$ cat src/rtl/if_fetch_unit_pkg.sv
// Shared definitions for the instruction-fetch stage.
//   BYTE_W                   : width of one memory transaction
//   ZERO_WORD                : bubble value for if_pc / if_inst
//   FETCH_FETCH, FETCH_READY : fetch FSM state encodings
//   fetch_state_t            : the complete FSM state as one packed struct,
//                              so a checker can bind to a single signal
package if_fetch_unit_pkg;

  localparam int          BYTE_W    = 8;
  localparam logic [31:0] ZERO_WORD = 32'h0000_0000;

  localparam logic [0:0] FETCH_FETCH = 1'b0;
  localparam logic [0:0] FETCH_READY = 1'b1;

  typedef struct packed {
    logic [0:0] state;          // FETCH_FETCH / FETCH_READY
    logic [1:0] idx;            // byte index within the instruction word
    logic       redirect_pend;  // branch seen while a byte was outstanding
  } fetch_state_t;

endpackage

$ cat src/rtl/if_fetch_unit.sv
// Instruction-fetch stage. Each 32-bit instruction is read as four
// little-endian byte transactions; the assembled pair is presented on
// if_pc / if_inst for the IF/ID register, and branches from ID redirect the PC.
// Ports:
//   clk, rst           : clock, asynchronous active-high reset
//   stall[5:0]         : pipeline stall vector; only stall[0] is used here
//   id_b_flag          : branch/jump taken in ID this cycle
//   id_b_target        : redirect target, valid with id_b_flag
//   mem_req, mem_addr  : byte read request and its address
//   mem_ready          : current byte completed, mem_rdata valid
//   mem_rdata          : returned byte
//   if_pc, if_inst     : presented instruction (zero = bubble)
//   stallreq_if        : fetch incomplete, stall stages 0-1
//
// Memory handshake: mem_req acts as valid and mem_ready as ready. A byte
// transfers on a clock edge where both are high. While mem_req is high
// and mem_ready is low, mem_addr does not change and the request is never
// withdrawn. mem_ready has no effect while mem_req is low.
module if_fetch_unit
  import if_fetch_unit_pkg::*;
#(
  parameter int               ADDR_W   = 32,
  parameter int               INST_W   = 32,
  parameter logic [ADDR_W-1:0] RESET_PC = '0
) (
  input  logic              clk,
  input  logic              rst,
  input  logic [5:0]        stall,
  input  logic              id_b_flag,
  input  logic [ADDR_W-1:0] id_b_target,
  output logic              mem_req,
  output logic [ADDR_W-1:0] mem_addr,
  input  logic              mem_ready,
  input  logic [7:0]        mem_rdata,
  output logic [ADDR_W-1:0] if_pc,
  output logic [INST_W-1:0] if_inst,
  output logic              stallreq_if
);

  fetch_state_t      fq;
  logic [ADDR_W-1:0] pc;
  logic [ADDR_W-1:0] pend_target;
  logic [23:0]       byte_buf;
  logic              in_fetch;

  // Only stall[0] controls this stage; the other bits belong to later stages.
  logic unused_stall;
  assign unused_stall = ^stall[5:1];

  // Gated by rst so the request and stall request drop the moment reset
  // asserts, and the first request appears as soon as reset releases.
  assign in_fetch    = (fq.state == FETCH_FETCH) && !rst;
  assign mem_req     = in_fetch;
  assign stallreq_if = in_fetch;
  assign mem_addr    = in_fetch ? (pc + ADDR_W'(fq.idx)) : '0;

  always_ff @(posedge clk or posedge rst) begin
    if (rst) begin
      fq.state         <= FETCH_FETCH;
      fq.idx           <= 2'd0;
      fq.redirect_pend <= 1'b0;
      pc               <= RESET_PC;
      pend_target      <= '0;
      byte_buf         <= '0;
      if_pc            <= '0;
      if_inst          <= '0;
    end else begin
      case (fq.state)
        FETCH_FETCH: begin
          if (mem_ready) begin
            if (id_b_flag) begin
              // Branch arriving with the completing byte: drop the byte
              // and restart at the new target immediately.
              pc               <= id_b_target;
              fq.idx           <= 2'd0;
              fq.redirect_pend <= 1'b0;
            end else if (fq.redirect_pend) begin
              // The byte that was in flight at the branch is now done; its
              // data belongs to the wrong path.
              pc               <= pend_target;
              fq.idx           <= 2'd0;
              fq.redirect_pend <= 1'b0;
            end else if (fq.idx == 2'd3) begin
              if_pc    <= pc;
              if_inst  <= {mem_rdata, byte_buf};
              fq.idx   <= 2'd0;
              fq.state <= FETCH_READY;
            end else begin
              case (fq.idx)
                2'd0:    byte_buf[7:0]   <= mem_rdata;
                2'd1:    byte_buf[15:8]  <= mem_rdata;
                default: byte_buf[23:16] <= mem_rdata;
              endcase
              fq.idx <= fq.idx + 2'd1;
            end
          end else if (id_b_flag) begin
            // Cannot abort the outstanding byte; remember where to go.
            // A later branch before completion simply overwrites the target.
            pend_target      <= id_b_target;
            fq.redirect_pend <= 1'b1;
          end
        end

        default: begin  // FETCH_READY
          if (id_b_flag) begin
            pc       <= id_b_target;
            fq.idx   <= 2'd0;
            if_pc    <= '0;
            if_inst  <= '0;
            fq.state <= FETCH_FETCH;
          end else if (!stall[0]) begin
            // IF/ID captures the held pair on this same edge.
            pc       <= pc + ADDR_W'(4);
            fq.idx   <= 2'd0;
            if_pc    <= '0;
            if_inst  <= '0;
            fq.state <= FETCH_FETCH;
          end
        end
      endcase
    end
  end

endmodule

$ cat config.mk
export PLATFORM = sky130hd
export DESIGN_NAME = if_fetch_unit
export DESIGN_NICKNAME = d
export VERILOG_FILES = /design/src/rtl/if_fetch_unit_pkg.sv /design/src/rtl/if_fetch_unit.sv
export SDC_FILE = /design/constraint.sdc
export NUM_CORES = 1
export LEC_CHECK = 0
export CAP_MARGIN = 20
export CORE_UTILIZATION = 47
export CTS_CLUSTER_SIZE = 14
export DETAILED_ROUTE_END_ITERATION = 8
export GPL_TIMING_DRIVEN = 0
export PLACE_DENSITY_LB_ADDON = 0.1
export SLEW_MARGIN = 0
export SYNTH_ARGS = -nofsm -noshare
export SYNTH_HDL_FRONTEND = slang
export SYNTH_SLANG_ARGS = --single-unit
$ cat constraint.sdc
create_clock -name clk -period 5.65 [get_ports clk]
set_clock_uncertainty 0.1 [all_clocks]
set_input_delay 0.8475 -clock clk [delete_from_list [all_inputs] [get_ports clk]]
set_output_delay 0.8475 -clock clk [all_outputs]
set_load 0.05 [all_outputs]
==> metrics.md, run 1 <==
| Metric | Value |
|---|---|
| Routed vias | approximately 6500 |
| Worst setup EP type | output port |
| Post-layout total power | 4.96 mW |
| Comb power frac | 0.417 |
| Number of synthesized flops with an enable pin | 0 |
| Worst VDD drop | 0.308 mV |
| TritonCTS Sinks | roughly 160 |
| Achievable frequency | 197 MHz |
| Critical Path RT | 4.70 ns |
| Initial cell density of the core | 0.481 |
| Critical path type | in -> out |
| Hpwl dp | approximately 17 mm |
| Bufs on Longest Clock Path | 2 |
| Min Clock Period, post-route | between 5 and 6 ns |
| Clock Power Share | 0.237 |
| CTS tree | done |
| Pin count of the biggest net entering global routing | 46 |
| Synthesized flop and latch total | 156 |
| Commonest cells post-synth | dfrtp_1, a22o_1, o21ai_0, mux2_2, nor2_1 |
| H-tree depth | 4 |
| Switching power | 2.06 mW |
| Metal1 wirelength | ~10 mm |
| Drt first-iter violations | ~550 |
| Seq pwr share | 0.347 |
| Period utilization | 0.898 |
| Reg2reg start | pc[2] |
| Clock Latency Late Sink | ~0.43 ns |
| Setup bufs post-CTS | 0 |
| Worst-path maximum fanout | 26 |
| R2R depth | 6 |
| Final cell count without fillers | roughly 1100 |
| Hold Path Class | reg -> reg |
| CTS root buf | clkbuf_16 |
| Ys flop type | dfrtp_1 |
| GRT Total Usage | 0.284 |
| WL met2 | between 10 and 15 mm |
| Antenna cells | 0 |
| Status | finished clean |
| Port Buffers | around 140 |
| Max Slew Vio Count | 0 |
| Startpoint Class | primary input |
| FF-to-FF End | pc[19] |
| Final ANT Viol Nets | 0 |
| Initial antenna violation count | 0 |
| Number of max-cap violations | 0 |
| Setup_tns | 0 ns |
| Fin nets | between 900 and 1000 |
| Post-Syn Instances | 713 |
| Die width | roughly 130 microns |
| Synth Area per Inst | 10.7 sq um |
| Vias in the first global route | around 6200 |
| DRT Wirelength | between 20 and 25 mm |
| Fillers | 1273 |
| Final Wtd Congestion | approximately 0.91 |
| Yosys top cell by area | dfrtp_1 |
| Post-synth ARST share | 1.00 |
| Synth area leaders | dfrtp_1, mux2_2, a22o_1, o21ai_0, nor2_1 |
| Final count of hold timing violations | 0 |
| Setup crit end | mem_addr[30] |
| Core footprint | 15900 sq um |
| Slew @ Worst Pin | between 0.8 and 0.9 ns |
| Synth warn | 0 |
| Vias per inst | approximately 5.9 |
| Top sig layer | met4 |
| Multi-input gate area | approximately 3400 sq um |
| Height of the die | between 100 and 150 microns |
| Internal power | between 2 and 3 mW |
| RSZ-0062 raised after global routing | false |
| # IOs | between 100 and 150 |
| Area Overhead vs Synth | 31.1% |
| WP data arrival | between 4 and 5 ns |
| Setup violators final | 0 |
| CTS buffer count | 17 |
| Unique masters post-synth | 54 |
| Sw frac | 0.414 |
| First-pass GRT wire length | approximately 36 mm |
| # rows | 46 |
| Relative slew slack | 0.413 |
| Leak Pwr | between 4 and 5 nW |
| Routed len/inst | ~21 microns |
| Router iterations before antenna repair | 5 |
| Hold_buf cts | 0 |
| Post-Syn Nets | 770 |
| Post-CTS sizing | 0 |
| Worst Setup SP | rst |
| Cells after DPL | 1075 |
| Most common cell in the synthesized netlist | dfrtp_1 |
| Clock transition at path regs | approximately 0.06 ns |
| Total gr overflow | 0 |
| Metal3 WL | roughly 1.6 mm |
| Yosys top cell area share | 0.511 |
| Reg2Reg Setup Slack | about 3.1 ns |
| Die area | around 17000 sq um |
| Share of layout cells above drive strength 1 | 0.136 |
| Pwr/cell area | roughly 500 nW/um^2 |
| Post-Syn Area | 7630 sq um |
| DRC | 0 |
| Sequential fraction of the synthesis area | 0.511 |
| Register area | a little under 4000 sq um |
-- per-layer routing --
metal  vias to the layer above  GRT usage
met5                         -          0
met4                         0     0.0951
met3                        36     0.0582
met2                       269      0.448
met1                      3248      0.392
li1                       2975          -
-- cell type report --
type / count / share of cell area
sequential: 156 / 0.390
multi-input combinational: 477 / 0.340
timing repair buffer: 146 / 0.150
clock buffer: 17 / 0.0425
buffer: 66 / 0.0279
tap: 216 / 0.0270
clock inverter: 15 / 0.0175
inverter: 14 / 0.00562
-- sequential cells by signal, indices dropped and copies added (netlist names) --
signal,flops
pc,32
if_pc,32
fq,4
byte_buf,24
if_inst,32
pend_target,32
-- worst min path at each step --
stage	cells after the start	slack, ns	to	from
2_1_floorplan	1	0.37	if_inst[12]	byte_buf[12]
3_3_place_gp	1	0.37	if_inst[14]	byte_buf[14]
3_5_place_dp	1	0.38	if_inst[18]	if_inst[18]
4_1_cts	1	0.40	if_inst[2]	byte_buf[2]
5_1_grt	1	0.41	if_inst[18]	if_inst[18]
6_report	1	0.40	if_inst[2]	byte_buf[2]
-- critical path: stages --
cell,delay (ns)
clkdlybuf4s50_1,0.50
clkinvlp_4,0.54
nand2_1,0.38
clkbuf_1,0.42
clkbuf_1,0.49
nor2_1,0.18
clkdlybuf4s50_1,0.74
-- cell usage in the layout (no fill, tap or decap), types with 5 or more instances in the layout --
master and count:
xor2_1 18, and2_1 6, a22oi_1 8, o21ai_0 58, inv_1 13, a41oi_1 5, a31oi_1 7, nor2_1 54
and3_1 9, clkbuf_16 17, a222oi_1 5, clkdlybuf4s50_1 142, ha_1 6, nand3_1 18, clkbuf_1 42, inv_8 5
nor3_1 9, a21oi_1 23, buf_1 5, nand4_1 22, a22o_1 70, nand2_1 32, buf_2 16, and4_1 5
nor4_1 8, mux2_2 56, xnor2_1 11, dfrtp_1 156
-- metrics by stage --
stage               hold slack (ns)  utilization  setup slack, ns  instance area, sq um
global route                  0.410        0.630            0.361                 10000
finish                        0.396        0.630            0.577                 10000
CTS                           0.398        0.630            0.578                 10000
detailed placement            0.382        0.592            0.582                  9410
global placement              0.374        0.587            -2.22                  9330
floorplan                     0.368            -            0.358                  7640
-- power by group through the flow --
stage                     sequential, mW  clock (mW)  combinational (mW)
after floorplan                     2.29           0               0.772
after global placement              1.72           0                2.03
after detailed placement            1.73           0                2.07
after CTS                           1.72        1.19                2.07
after global routing                1.76        1.24                2.17
final                               1.72        1.17                2.07
-- cell families after synthesis --
family                     Yosys count  share of synthesized area
buffers and inverters               80                     0.0434
DFF                                156                      0.511
muxes                               57                     0.0839
and+or+nand+nor                    182                      0.128
xor gates and xnor gates            29                     0.0333
adders and majority gates            7                     0.0125
AOI/OAI and AO/OA                  202                      0.188
Power figures use the tool's default switching activity.
==> run 2, diff against run 1 <==
--- a/config.mk
+++ b/config.mk
@@ -15,3 +15,4 @@
 export SYNTH_ARGS = -nofsm -noshare
 export SYNTH_HDL_FRONTEND = slang
 export SYNTH_SLANG_ARGS = --single-unit
+export TNS_END_PERCENT = 10
==> results of run 2 <==
Final layout, timing and power as in run 1 (identical DEF).
==> run 3, diff against run 2 <==
--- a/config.mk
+++ b/config.mk
@@ -11,6 +11,7 @@
 export DETAILED_ROUTE_END_ITERATION = 8
 export GPL_TIMING_DRIVEN = 0
 export PLACE_DENSITY_LB_ADDON = 0.1
+export SKIP_CTS_REPAIR_TIMING = 1
 export SLEW_MARGIN = 0
 export SYNTH_ARGS = -nofsm -noshare
 export SYNTH_HDL_FRONTEND = slang
==> results of run 3 <==
Final layout, timing and power as in run 1 (identical DEF).
